`src/rtl/fetch_unit_if.sv`:
```
// fetch_unit_if -- instruction-memory and decode handshakes of the fetch unit.
//   Parameter size : address/PC width in bits.
//   IMEM group : IMEM_REQ/IMEM_ADDR (fetch -> memory), IMEM_GNT/IMEM_RVALID/IMEM_RDATA (memory -> fetch)
//   ID group   : ID_VALID/ID_INSTR/ID_PC (fetch -> decode), ID_READY (decode -> fetch)
//   master modport = fetch unit side, slave modport = memory/decode side.
interface fetch_unit_if #(
    parameter int size = 32
);
    logic            IMEM_REQ;
    logic [size-1:0] IMEM_ADDR;
    logic            IMEM_GNT;
    logic            IMEM_RVALID;
    logic [31:0]     IMEM_RDATA;
    logic            ID_VALID;
    logic            ID_READY;
    logic [31:0]     ID_INSTR;
    logic [size-1:0] ID_PC;

    modport master (
        output IMEM_REQ, IMEM_ADDR, ID_VALID, ID_INSTR, ID_PC,
        input  IMEM_GNT, IMEM_RVALID, IMEM_RDATA, ID_READY
    );
    modport slave (
        input  IMEM_REQ, IMEM_ADDR, ID_VALID, ID_INSTR, ID_PC,
        output IMEM_GNT, IMEM_RVALID, IMEM_RDATA, ID_READY
    );
endinterface

```
`src/rtl/fetch_unit.sv`:
```
// fetch_unit -- instruction fetch with in-order memory responses, a small
// instruction buffer and redirect/flush handling.
//   CLK, RESET       : clock, synchronous active-high reset
//   PC               : current PC register value
//   PC_next, PCWrite : PC register load value / active-low load enable
//   REDIRECT(_PC)    : taken branch/jump and its restart address
//   bus (master)     : IMEM request/response and decode handshakes
// DEPTH bounds buffered + in-flight instructions together, so a response can
// always be written without checking buffer space.
module fetch_unit #(
    parameter int size  = 32,
    parameter int DEPTH = 2
) (
    input  logic            CLK,
    input  logic            RESET,
    input  logic [size-1:0] PC,
    output logic [size-1:0] PC_next,
    output logic            PCWrite,
    input  logic            REDIRECT,
    input  logic [size-1:0] REDIRECT_PC,
    fetch_unit_if.master    bus
);
    localparam int CW = $clog2(DEPTH + 1);
    localparam int PW = (DEPTH > 1) ? $clog2(DEPTH) : 1;

    typedef enum logic [1:0] {BOOT, RUN, FLUSH} state_t;

    state_t          state, state_nx;
    logic [CW-1:0]   outstanding, discard, occ, discard_redir;
    logic [size-1:0] iq [DEPTH];          // PCs of granted, unanswered fetches
    logic [PW-1:0]   iq_wr, iq_rd;
    logic [31:0]     buf_instr [DEPTH];
    logic [size-1:0] buf_pc [DEPTH];
    logic [PW-1:0]   buf_wr, buf_rd;
    logic            req, grant, resp_hit, drop_hit, push, pop, id_valid;

    function automatic logic [PW-1:0] inc(input logic [PW-1:0] p);
        return (p == PW'(DEPTH - 1)) ? '0 : p + 1'b1;
    endfunction

    // Handshake qualifiers. A response with nothing outstanding (e.g. one
    // belonging to a pre-reset grant) is never counted.
    always_comb begin
        req      = (state == RUN) && !RESET && !REDIRECT &&
                   (({1'b0, outstanding} + {1'b0, occ}) < (CW + 1)'(DEPTH));
        grant    = req && bus.IMEM_GNT;
        resp_hit = bus.IMEM_RVALID && (outstanding != '0);
        drop_hit = bus.IMEM_RVALID && (discard != '0);
        push     = (state == RUN) && resp_hit && !REDIRECT && !RESET;
        id_valid = !RESET && !REDIRECT && (occ != '0);
        pop      = id_valid && bus.ID_READY;
        // Fetches still owed by memory once a redirect hits; a response in
        // the redirect cycle itself is already accounted for.
        discard_redir = (state == FLUSH) ? discard - CW'(drop_hit)
                                         : outstanding - CW'(resp_hit);
    end

    // State register
    always_ff @(posedge CLK) begin
        if (RESET) state <= BOOT;
        else       state <= state_nx;
    end

    // Next state
    always_comb begin
        state_nx = state;
        if (REDIRECT) begin
            state_nx = (discard_redir != '0) ? FLUSH : RUN;
        end else begin
            case (state)
                BOOT:    state_nx = RUN;
                FLUSH:   if ((discard == '0) || (drop_hit && discard == CW'(1))) state_nx = RUN;
                default: state_nx = state;
            endcase
        end
    end

    // Outputs
    always_comb begin
        PCWrite       = 1'b1;
        PC_next       = PC;
        bus.IMEM_REQ  = req;
        bus.IMEM_ADDR = PC;
        bus.ID_VALID  = id_valid;
        bus.ID_INSTR  = buf_instr[buf_rd];
        bus.ID_PC     = buf_pc[buf_rd];
        if (!RESET) begin
            if (REDIRECT) begin
                PCWrite = 1'b0;
                PC_next = REDIRECT_PC & ~size'(3);   // word-align restart address
            end else if (grant) begin
                PCWrite = 1'b0;
                PC_next = PC + size'(4);
            end
        end
    end

    // Counters and queue pointers
    always_ff @(posedge CLK) begin
        if (RESET) begin
            outstanding <= '0;
            discard     <= '0;
            occ         <= '0;
            iq_wr       <= '0;
            iq_rd       <= '0;
            buf_wr      <= '0;
            buf_rd      <= '0;
        end else if (REDIRECT) begin
            outstanding <= '0;
            discard     <= discard_redir;
            occ         <= '0;
            iq_wr       <= '0;
            iq_rd       <= '0;
            buf_wr      <= '0;
            buf_rd      <= '0;
        end else begin
            outstanding <= outstanding + CW'(grant) - CW'(push);
            occ         <= occ + CW'(push) - CW'(pop);
            if (grant) iq_wr <= inc(iq_wr);
            if (push) begin
                iq_rd  <= inc(iq_rd);
                buf_wr <= inc(buf_wr);
            end
            if (pop) buf_rd <= inc(buf_rd);
            if (state == FLUSH && drop_hit) discard <= discard - CW'(1);
        end
    end

    // Storage; grant/push are already suppressed under reset and redirect
    always_ff @(posedge CLK) begin
        if (grant) iq[iq_wr] <= PC;
        if (push) begin
            buf_instr[buf_wr] <= bus.IMEM_RDATA;
            buf_pc[buf_wr]    <= iq[iq_rd];
        end
    end
endmodule
```
`src/flat_wrapper.sv`:
```
// flat-port wrapper written by rule: the top's interface ports become plain ports
module fetch_unit_flat 
#(
    parameter int size  = 32,
    parameter int DEPTH = 2
)
  (CLK, RESET, PC, PC_next, PCWrite, REDIRECT, REDIRECT_PC, bus_IMEM_REQ, bus_IMEM_ADDR, bus_ID_VALID, bus_ID_INSTR, bus_ID_PC, bus_IMEM_GNT, bus_IMEM_RVALID, bus_IMEM_RDATA, bus_ID_READY);
  fetch_unit_if #(.size(size)) bus_i ();
  input  logic CLK;
  input  logic RESET;
  input  logic [size-1:0] PC;
  output logic [size-1:0] PC_next;
  output logic PCWrite;
  input  logic REDIRECT;
  input  logic [size-1:0] REDIRECT_PC;
  output wire logic [$bits(bus_i.IMEM_REQ)-1:0] bus_IMEM_REQ;
  output wire logic [$bits(bus_i.IMEM_ADDR)-1:0] bus_IMEM_ADDR;
  output wire logic [$bits(bus_i.ID_VALID)-1:0] bus_ID_VALID;
  output wire logic [$bits(bus_i.ID_INSTR)-1:0] bus_ID_INSTR;
  output wire logic [$bits(bus_i.ID_PC)-1:0] bus_ID_PC;
  input wire logic [$bits(bus_i.IMEM_GNT)-1:0] bus_IMEM_GNT;
  input wire logic [$bits(bus_i.IMEM_RVALID)-1:0] bus_IMEM_RVALID;
  input wire logic [$bits(bus_i.IMEM_RDATA)-1:0] bus_IMEM_RDATA;
  input wire logic [$bits(bus_i.ID_READY)-1:0] bus_ID_READY;
  assign bus_IMEM_REQ = bus_i.IMEM_REQ;
  assign bus_IMEM_ADDR = bus_i.IMEM_ADDR;
  assign bus_ID_VALID = bus_i.ID_VALID;
  assign bus_ID_INSTR = bus_i.ID_INSTR;
  assign bus_ID_PC = bus_i.ID_PC;
  assign bus_i.IMEM_GNT = bus_IMEM_GNT;
  assign bus_i.IMEM_RVALID = bus_IMEM_RVALID;
  assign bus_i.IMEM_RDATA = bus_IMEM_RDATA;
  assign bus_i.ID_READY = bus_ID_READY;
  fetch_unit #(.size(size), .DEPTH(DEPTH)) u_core (.CLK(CLK), .RESET(RESET), .PC(PC), .PC_next(PC_next), .PCWrite(PCWrite), .REDIRECT(REDIRECT), .REDIRECT_PC(REDIRECT_PC), .bus(bus_i));
endmodule
```
`config.mk`:
```
export PLATFORM = sky130hd
export DESIGN_NAME = fetch_unit_flat
export DESIGN_NICKNAME = d
export VERILOG_FILES = /design/src/rtl/fetch_unit_if.sv /design/src/rtl/fetch_unit.sv /design/src/flat_wrapper.sv
export SDC_FILE = /design/constraint.sdc
export NUM_CORES = 1
export LEC_CHECK = 0
export CORE_MARGIN = 3
export CORE_UTILIZATION = 44
export CTS_CLUSTER_SIZE = 8
export DETAILED_ROUTE_END_ITERATION = 8
export PLACE_DENSITY = 0.88
export SLEW_MARGIN = 0
export SYNTH_ARGS = -nofsm -noshare
export SYNTH_HDL_FRONTEND = slang
export SYNTH_SLANG_ARGS = --single-unit
export TNS_END_PERCENT = 100
```
`constraint.sdc`:
```
create_clock -name CLK -period 4.5 [get_ports CLK]
set_clock_uncertainty 0.15 [all_clocks]
set_input_delay 0.9 -clock CLK [delete_from_list [all_inputs] [get_ports CLK]]
set_output_delay 0.9 -clock CLK [all_outputs]
set_load 0.02 [all_outputs]
```
---- Yosys cells after proc, flatten, opt, wreduce, memory -nomap -nowiden ----
Memories as Yosys holds them, arrays and structs flattened. A register that Yosys moved wholly into a read port is not among the register bits.
Cells that the tools add are included.
storage, ports and cells
  flip-flop bits (word level) ............. 12
  bits in writable memories ............... 192
  input bits .............................. 102
  output and inout port bits .............. 131
  word-level logic and storage cells ...... 83
  memories ................................ 3
memory list
  memory            depth  bits a word  read ports  clocked after memory_dff  wr ports  line              RTL
  u_core.buf_instr  2      32           1           1                         1         fetch_unit.sv:32  logic [31:0] buf_instr [DEPTH];
  u_core.buf_pc     2      32           1           1                         1         fetch_unit.sv:33  logic [size-1:0] buf_pc [DEPTH];
  u_core.iq         2      32           1           1                         1         fetch_unit.sv:30  logic [size-1:0] iq [DEPTH];
operators by class
  add/subtract/negate cells ............... 13
  order comparisons ....................... 1
  equal/unequal tests ..................... 4
  mux-type cells .......................... 27
  reductions and logical operators ........ 27
operators with widths
  kind                                                        number
  two-way mux 32 bit                                          3
  adder 32 x 3 -> 32 bit, second input constant               1
  two-way mux 1 bit                                           17
  logical AND 1 bit                                           14
  two-way mux 2 bit                                           6
  nonzero test 2 bit                                          5
  subtractor 2 x 1 -> 2 bit                                   4
  adder 1 bit, second input constant                          4
  adder 2 x 1 -> 2 bit                                        2
  equality test 2 x 1 -> 1 bit, second input constant         2
  zero test 2 bit                                             2
  one-hot mux 2 bit (2 select lines)                          1
  adder 2 x 2 -> 3 bit                                        1
  less-than comparator 3 x 2 -> 1 bit, second input constant  1
  != test 3 bit, second input constant                        1
  nonzero test 3 bit                                          1
  equality test 2 bit, second input constant                  1
  zero test 1 bit                                             2
  AND reduction 2 bit                                         1
  OR reduction 2 bit                                          1
  subtractor 2 x 1 -> 2 bit, second input constant            1
  logical OR 1 bit                                            1

---- Depth between registers and ports, before layout ----
Gate-level depths: netlist of the first run.
  depth in word-level cells ............... 8
  gate-level depth with buffers ........... 9
  depth with buffers taken out ............ 9

---- Worst setup path after synthesis of the first run ----
OpenSTA, ideal clock, no wires.
  path kind ............................... input -> register
  start point ............................. input REDIRECT
  end point ............................... memory u_core.buf_instr[0][0], enable pin
  setup time .............................. 487 ps
  data arrival time ....................... 4200 ps
  required time ........................... 3863 ps
  setup slack ............................. -336 ps
  stages on the path ...................... 3
  buffers on the path ..................... 0
  path through ............................ nor4b_2 > nand2_1 > nor2_1
between the ends
  word-level cells in the longest chain between the ends .. 5
RTL lines
  what                                     line                RTL
  start, declared                          flat_wrapper.sv:14  input logic REDIRECT;
  zero test 1 bit                          fetch_unit.sv:49    push = (state == RUN) && resp_hit && !REDIRECT && !RESET;
  logical AND 1 bit (2 in a row)           fetch_unit.sv:49
  two-way mux 1 bit                        fetch_unit.sv:132   if (push) begin
  two-way mux 1 bit (implied by the code)  fetch_unit.sv:133   buf_instr[buf_wr] <= bus.IMEM_RDATA;
  end, declared                            fetch_unit.sv:32
No other way between the ends.

---- Worst setup path in the final report of the first run ----
  start point ............................. register u_core.outstanding[0]
  end point ............................... output PC_next[6]
between the ends
  word-level cells in the longest chain between the ends .. 7
RTL lines
  what                                 line                RTL
  start, declared                      fetch_unit.sv:29    logic [CW-1:0] outstanding, discard, occ, discard_redir;
  start signal, assigned               fetch_unit.sv:117   outstanding <= outstanding + CW'(grant) - CW'(push);
  adder 2 x 2 -> 3 bit                 fetch_unit.sv:45    (({1'b0, outstanding} + {1'b0, occ}) < (CW + 1)'(DEPTH));
  less-than comparator 3 x 2 -> 1 bit  fetch_unit.sv:45
  logical AND 1 bit                    fetch_unit.sv:44    req = (state == RUN) && !RESET && !REDIRECT &&
  logical AND 1 bit                    fetch_unit.sv:46    grant = req && bus.IMEM_GNT;
  two-way mux 32 bit                   fetch_unit.sv:91    end else if (grant) begin
  two-way mux 32 bit                   fetch_unit.sv:88    if (REDIRECT) begin
  two-way mux 32 bit                   fetch_unit.sv:87    if (!RESET) begin
  end, declared                        flat_wrapper.sv:12  output logic [size-1:0] PC_next;
No other way between the ends.

==> results.cfg, run 1 <==
[clock_network]
h-tree-depth = 1
clock_pin_slew_reported_for_the_worst_setup_and_hold_paths_after_clock_tree_synthesis_ns = 0.05
cts_inserted_buffers = 29
cts_hold_buffers = 0
tritoncts_num_sinks = 206
clk_latency_ns = 0.51
root_buffer = clkbuf_16
cts-root-to-sink-buffers = 3
tritoncts = done

[worst_setup_path]
cp.arrival_ns = 3.41
worst-r2r-setup-slack_ns = 1.62
worst-setup-path-type = flip-flop to primary output
timing.rr.start = u_core.outstanding[0]
timing.reg2reg.worst_path_depth = 9
worstPathRequired_ns = 3.45
critical_path.top_delay_family = simple AND/OR/NAND/NOR gates
slowest_stage = or3b_2
setup.worst_path.end_class = primary output
path_cells = inv_1 > nor2_1 > fa_1 > or3b_2 > nor3_4 > buf_6 > nand2_1 > a32o_1 > a221o_1 > dlygate4sd2_1
start_kind = flip-flop
crit_buf_inv = 3
cp_max_fo = 7
slowest_delay_ns = 0.52
worst_r2r_endpoint = u_core.iq[0][27]

[timing]
rsz_0062_raised_after_global_routing = yes
timing.final.ws_setup_ns = 0.0389
finalHoldViolCount = 0
setup_total_negative_slack_ns = 0
slew-limit-headroom_pct = 37.1
slew_viol_final = 0
worst-slew-pin-transition_ns = 0.944
clock.fmax_mhz = 224
period_share_pct = 99.1
final.min_clock_period_ns = 4.46
final-setup-viol-count = 0

[floorplan]
floorplan.core_area_sq_um = 19800
initial_core_util_pct = 45.4
ioPinCount = 233
floorplan.die_area_sq_um = 22100
die-height_um = 149
floorplan.rows = 51
die-width_um = 149

[power_and_ir_drop]
clock_power_share_pct = 44.0
intPower_mw = 3.50
cell_leakage_power_nw = 4.39
sw_frac_of_total_pct = 20.8
comb_power_share_pct = 8.5
netSwitchingPower_mw = 0.921
pwr_density_cell_nw_per_um2 = 352
max_ir_drop_vdd_uv = 265
sequentialPowerShare_pct = 47.5

[detailed_routing]
met2_wirelength_um = 11400
detail_route.iter0.violations = 307
detail_route.vias_per_cell = 5.33
metal3_wl_um = 1860
detailedRoute.firstPassIterationCount = 5
drt-met1-wl_um = 9280
routed-via-count = 6096
antenna_left = 0
route.final.wire_length_um = 23200
dr.max_layer_used = met5
drcViolationCount = 0
routed_wl_per_cell_um = 20.3

[synthesis]
syn-cell-area_sq_um = 8970
edff_count_synth = 192
asyncSetResetFlopFracSynth_pct = 0
ys_top_cells_by_area = edfxtp_1, mux2_2, dfxtp_1
yosysTopAreaCellShare_pct = 64.2
synth.cells.most_frequent = edfxtp_1, mux2_2, buf_4
synth_nets = 702
syn_inst = 592
synth.yosys.warnings = 0
synthMostInstantiatedCell = edfxtp_1
synth_cell_types = 54
proportion_of_synthesized_chip_area_in_sequential_cells_pct = 67.4
post_synth.cell_area_avg_sq_um = 15.2
ys_seq_elements = 206
synth_largest_area_cell = edfxtp_1
yosys_most_used_dff = edfxtp_1

[grt]
number_of_global_route_vias_before_repair = 6316
grt_first_pass_wirelength_um = 34900
grt_residual_overflow = 0
largest_net_degree_at_the_start_of_global_routing = 65
grt.total_usage_pct = 20.3
antenna_found_initial = 2

[hold_path]
hold_class = flip-flop to flip-flop
hold_path.startpoint = u_core.buf_rd
worst_hold_path.num_cells = 2

[placement]
dp_slack_ns = -0.0419
port_buffers = 230
dpl.hpwl_um = 16100
gp_routability_congestion = 0.866

[status]
outcome = complete, no violations

[cells_and_area]
design.final.nets = 967
area.growth.synth_to_final_pct = 40.1
drive_above_1_share_pct = 24.7
antenna-diode-count = 0

[run]
cap_violations = 0
metal layers:
| layer | vias up | GRT usage [%] |
|---|---|---|
| met2 | 283 | 34.9 |
| met5 | - | 0 |
| met4 | 4 | 6.73 |
| li1 | 2791 | - |
| met1 | 2960 | 25.9 |
| met3 | 58 | 4.16 |
what timing repair did:
item / CTS / global route
pin swaps: 0 / 0
setup buffers: 0 / 1
resized for setup: 21 / 27
setup endpoints to repair: 18 / 17
power by group through the flow:
stage | Clock (mW) | Combinational [mW] | Sequential (mW)
final | 1.94 | 0.378 | 2.10
after global placement | 0 | 0.382 | 2.14
after CTS | 1.98 | 0.381 | 2.10
after detailed placement | 0 | 0.388 | 2.14
after global routing | 2.07 | 0.401 | 2.10
after floorplan | 0 | 0.152 | 2.14
how the worst max path moves through the flow:
stage,start,to,slack [ns],depth (start not counted)
after detailed placement,REDIRECT,PC_next[6],-0.04,8
after CTS,u_core.outstanding[0],PC_next[6],-0.02,10
after global routing,u_core.outstanding[0],PC_next[6],-0.12,10
after floorplan,REDIRECT,u_core.buf_instr[0][0],0.73,3
after global placement,PC[14],PC_next[31],0.004,8
final,u_core.outstanding[0],PC_next[6],0.04,10
through the flow:
stage               cell area (sq um)  utilization (%)  hold slack, ns  instances  power [mW]
floorplan                        8980                -           0.331        592        2.29
global placement                11800             59.4           0.342       1090        2.52
detailed placement              11800             59.4           0.347       1090        2.52
CTS                             12600             63.5           0.372       1143        4.46
global route                    12600             63.6           0.419       1144        4.56
finish                          12600             63.6           0.373       1144        4.42
layout by cell type (no fill, tap or decap), types with 9 or more instances in the layout:
master	instances
a211oi_1	11
a21oi_1	13
and3_1	13
buf_4	62
clkbuf_1	23
clkbuf_16	29
clkdlybuf4s50_1	204
dfxtp_1	12
dlygate4sd2_1	11
edfxtp_1	192
inv_1	9
mux2_2	96
nand2_1	18
nor2_1	30
o22ai_1	18
xnor2_1	13
logic make-up after synthesis:
kind of cell | Yosys count | share of synthesized area [%]
buffers and inverters | 68 | 4.27
muxes | 99 | 12.4
adders and majority gates | 8 | 1.20
DFF | 206 | 67.4
and+or+nand+nor | 115 | 7.12
xor gates and xnor gates | 20 | 1.95
AOI/OAI and AO/OA | 76 | 5.72
area by class of cell:
cell class                      instances  area [sq um]
Fill cell                            1476          7210
Sequential cell                       206          6050
Timing Repair Buffer                  292          2750
Multi-Input combinational cell        318          2580
Clock buffer                           53           826
Tap cell                              265           332
Inverter                               10          37.5
registers in the layout (all words and copies together), names as in the netlist, named ones only:
name                count
u_core.iq_rd            1
u_core.buf_pc          64
u_core.outstanding      2
u_core.occ              2
u_core.iq              64
u_core.buf_rd           1
u_core.buf_instr       64
u_core.discard          2
u_core.buf_wr           1
u_core.iq_wr            1
u_core.state            2
tightest hold or removal path, cell delays in order (launching register included):
cell,delay (ns)
dfxtp_1,0.33
xnor2_1,0.09
nor2_1,0.08
Note: power is estimated with default switching activity, not from simulation.
==> inputs of run 2 (changes only) <==
- CELL_PAD_IN_SITES_DETAIL_PLACEMENT: default -> 1
- CELL_PAD_IN_SITES_GLOBAL_PLACEMENT: default -> 1
- CORE_UTILIZATION: 44 -> 36
- PLACE_DENSITY: 0.88 -> 0.89
==> run 2 against run 1 <==
  * Non-clock buffer count decreased by 1
  * Cell area up 0.61%
  * Final cell count increased by 5.3%
  * Combinational power grew 1%
  * Sequential cell count did not move
  * Highest routed layer unchanged
==> results.cfg, run 2 (synthesis gave the netlist of run 1 again) <==
[timing]
slew-limit-headroom_pct = 36.9
period_share_pct = 96.9
final.min_clock_period_ns = 4.36
worst-slew-pin-transition_ns = 0.947
slew_viol_final = 0
finalHoldViolCount = 0
final-setup-viol-count = 0
clock.fmax_mhz = 229
setup_total_negative_slack_ns = 0

[hold_path]
worst_hold_path.num_cells = 2
hold_class = flip-flop to flip-flop

[run]
cap_violations = 0

[power_and_ir_drop]
sequentialPowerShare_pct = 47.0
comb_power_share_pct = 8.5
clock_power_share_pct = 44.4
pwr_density_cell_nw_per_um2 = 353
cell_leakage_power_nw = 4.39
sw_frac_of_total_pct = 21.6
netSwitchingPower_mw = 0.963
design_power_total_mw = 4.46
max_ir_drop_vdd_uv = 319
intPower_mw = 3.50

[floorplan]
floorplan.rows = 57
initial_core_util_pct = 36.8
floorplan.core_area_sq_um = 24400
die-width_um = 164
floorplan.die_area_sq_um = 26900
die-height_um = 164
ioPinCount = 233

[clock_network]
cts-root-to-sink-buffers = 3
clk_latency_ns = 0.53
root_buffer = clkbuf_16
tritoncts_num_sinks = 206
tritoncts = done
clock_pin_slew_reported_for_the_worst_setup_and_hold_paths_after_clock_tree_synthesis_ns = 0.06
h-tree-depth = 1
cts_inserted_buffers = 29

[detailed_routing]
detailedRoute.firstPassIterationCount = 5
detail_route.vias_per_cell = 5.04
routed_wl_per_cell_um = 22.1
antenna_left = 0
routed-via-count = 6070
detail_route.iter0.violations = 315
route.final.wire_length_um = 26600
drcViolationCount = 0

[cells_and_area]
most_frequent_cells_in_the_layout = clkdlybuf4s50_1, edfxtp_1, mux2_2, buf_4
biggestRegsByFlops = u_core.buf_instr x64, u_core.buf_pc x64, u_core.iq x64
design.final.nets = 966
layoutNonFillerInstCount = 1205
drive_above_1_share_pct = 25.4
area.growth.synth_to_final_pct = 40.9
mostFrequentLayoutCell = clkdlybuf4s50_1

[worst_setup_path]
cp_max_fo = 15
worst-setup-path-type = input port to primary output
worstPathRequired_ns = 3.45
start_kind = input port
cp.arrival_ns = 3.31
timing.reg2reg.worst_path_depth = 8
setup.worst_path.end_class = primary output

[grt]
antenna_found_initial = 5
grt_residual_overflow = 0
grt_first_pass_wirelength_um = 39500
grt.total_usage_pct = 19.3
number_of_global_route_vias_before_repair = 6779
largest_net_degree_at_the_start_of_global_routing = 65

[placement]
placed_cells_incl_taps = 1146
dpl.hpwl_um = 19000
port_buffers = 230
gp_routability_congestion = 0.801

[status]
outcome = complete, no violations
run 2: changes by cell type in the layout (fill, tap and decap cells not counted), sizes merged:
cell           before  now
clkdlybuf4s15       0    1
inv                10   11
clkdlybuf4s50     204  203
diode               0    2
dlygate4sd2        11    6
buf                65   69
run 2: worst paths after layout:
kind / slack [ns] / from / end
hold / removal: 0.35 / u_core.iq_rd / flip-flop
setup reg to reg: 1.60 / u_core.outstanding[0] / u_core.iq[1][18]
hold reg to reg: 0.35 / u_core.iq_rd / flip-flop
setup / recovery: 0.14 / RESET / PC_next[4]
run 2: what timing repair did:
item	4_1_cts	5_1_grt
endpoints found under the setup margin	18	23
hold buffers	0	0
resized for setup	26	31
setup buffers	2	1
pin swaps	1	2
endpoints found under the hold margin	0	0
run 2: area by class of cell:
type / count / area (sq um)
Clock inverter: 1 / 8.76
Clock buffer: 53 / 826
Multi-Input combinational cell: 318 / 2580
Sequential cell: 206 / 6050
Fill cell: 2423 / 11700
Inverter: 10 / 37.5
Timing Repair Buffer: 291 / 2730
Antenna cell: 2 / 5.00
Tap cell: 324 / 405
run 2: layer usage:
metal | global-route usage (%) | up-vias | routed length [um]
li1 | - | 2788 | -
met1 | 22.2 | 3013 | 10400
met2 | 35.0 | 197 | 13700
met3 | 4.62 | 66 | 1600
met4 | 6.61 | 6 | 859
met5 | 0 | - | 50
run 2: power groups by stage:
stage                     registers, mW  clock network, mW  logic, mW
after floorplan                    2.14                  0      0.152
after global placement             2.14                  0      0.382
after detailed placement           2.14                  0      0.393
after CTS                          2.10               2.04      0.386
after global routing               2.10               2.13      0.405
final                              2.10               1.98      0.382
run 2: critical path: stages:
cell             delay [ns]
clkdlybuf4s50_1        0.44
buf_4                  0.23
nor4b_2                0.30
buf_4                  0.20
nand2_1                0.08
inv_1                  0.14
nand2_1                0.08
xor2_1                 0.15
o21ai_0                0.16
clkdlybuf4s50_1        0.63
run 2: metrics by stage:
step           area, sq um  utilization (%)  hold WS (ns)  worst slack [ns]
6_report             12600             51.9         0.350             0.141
2_1_floorplan         8980                -         0.331             0.731
5_1_grt              12600             51.9         0.403           -0.0297
3_3_place_gp         11800             48.4         0.342            -0.140
4_1_cts              12600             51.8         0.352           0.00158
3_5_place_dp         11800             48.4         0.353            -0.165
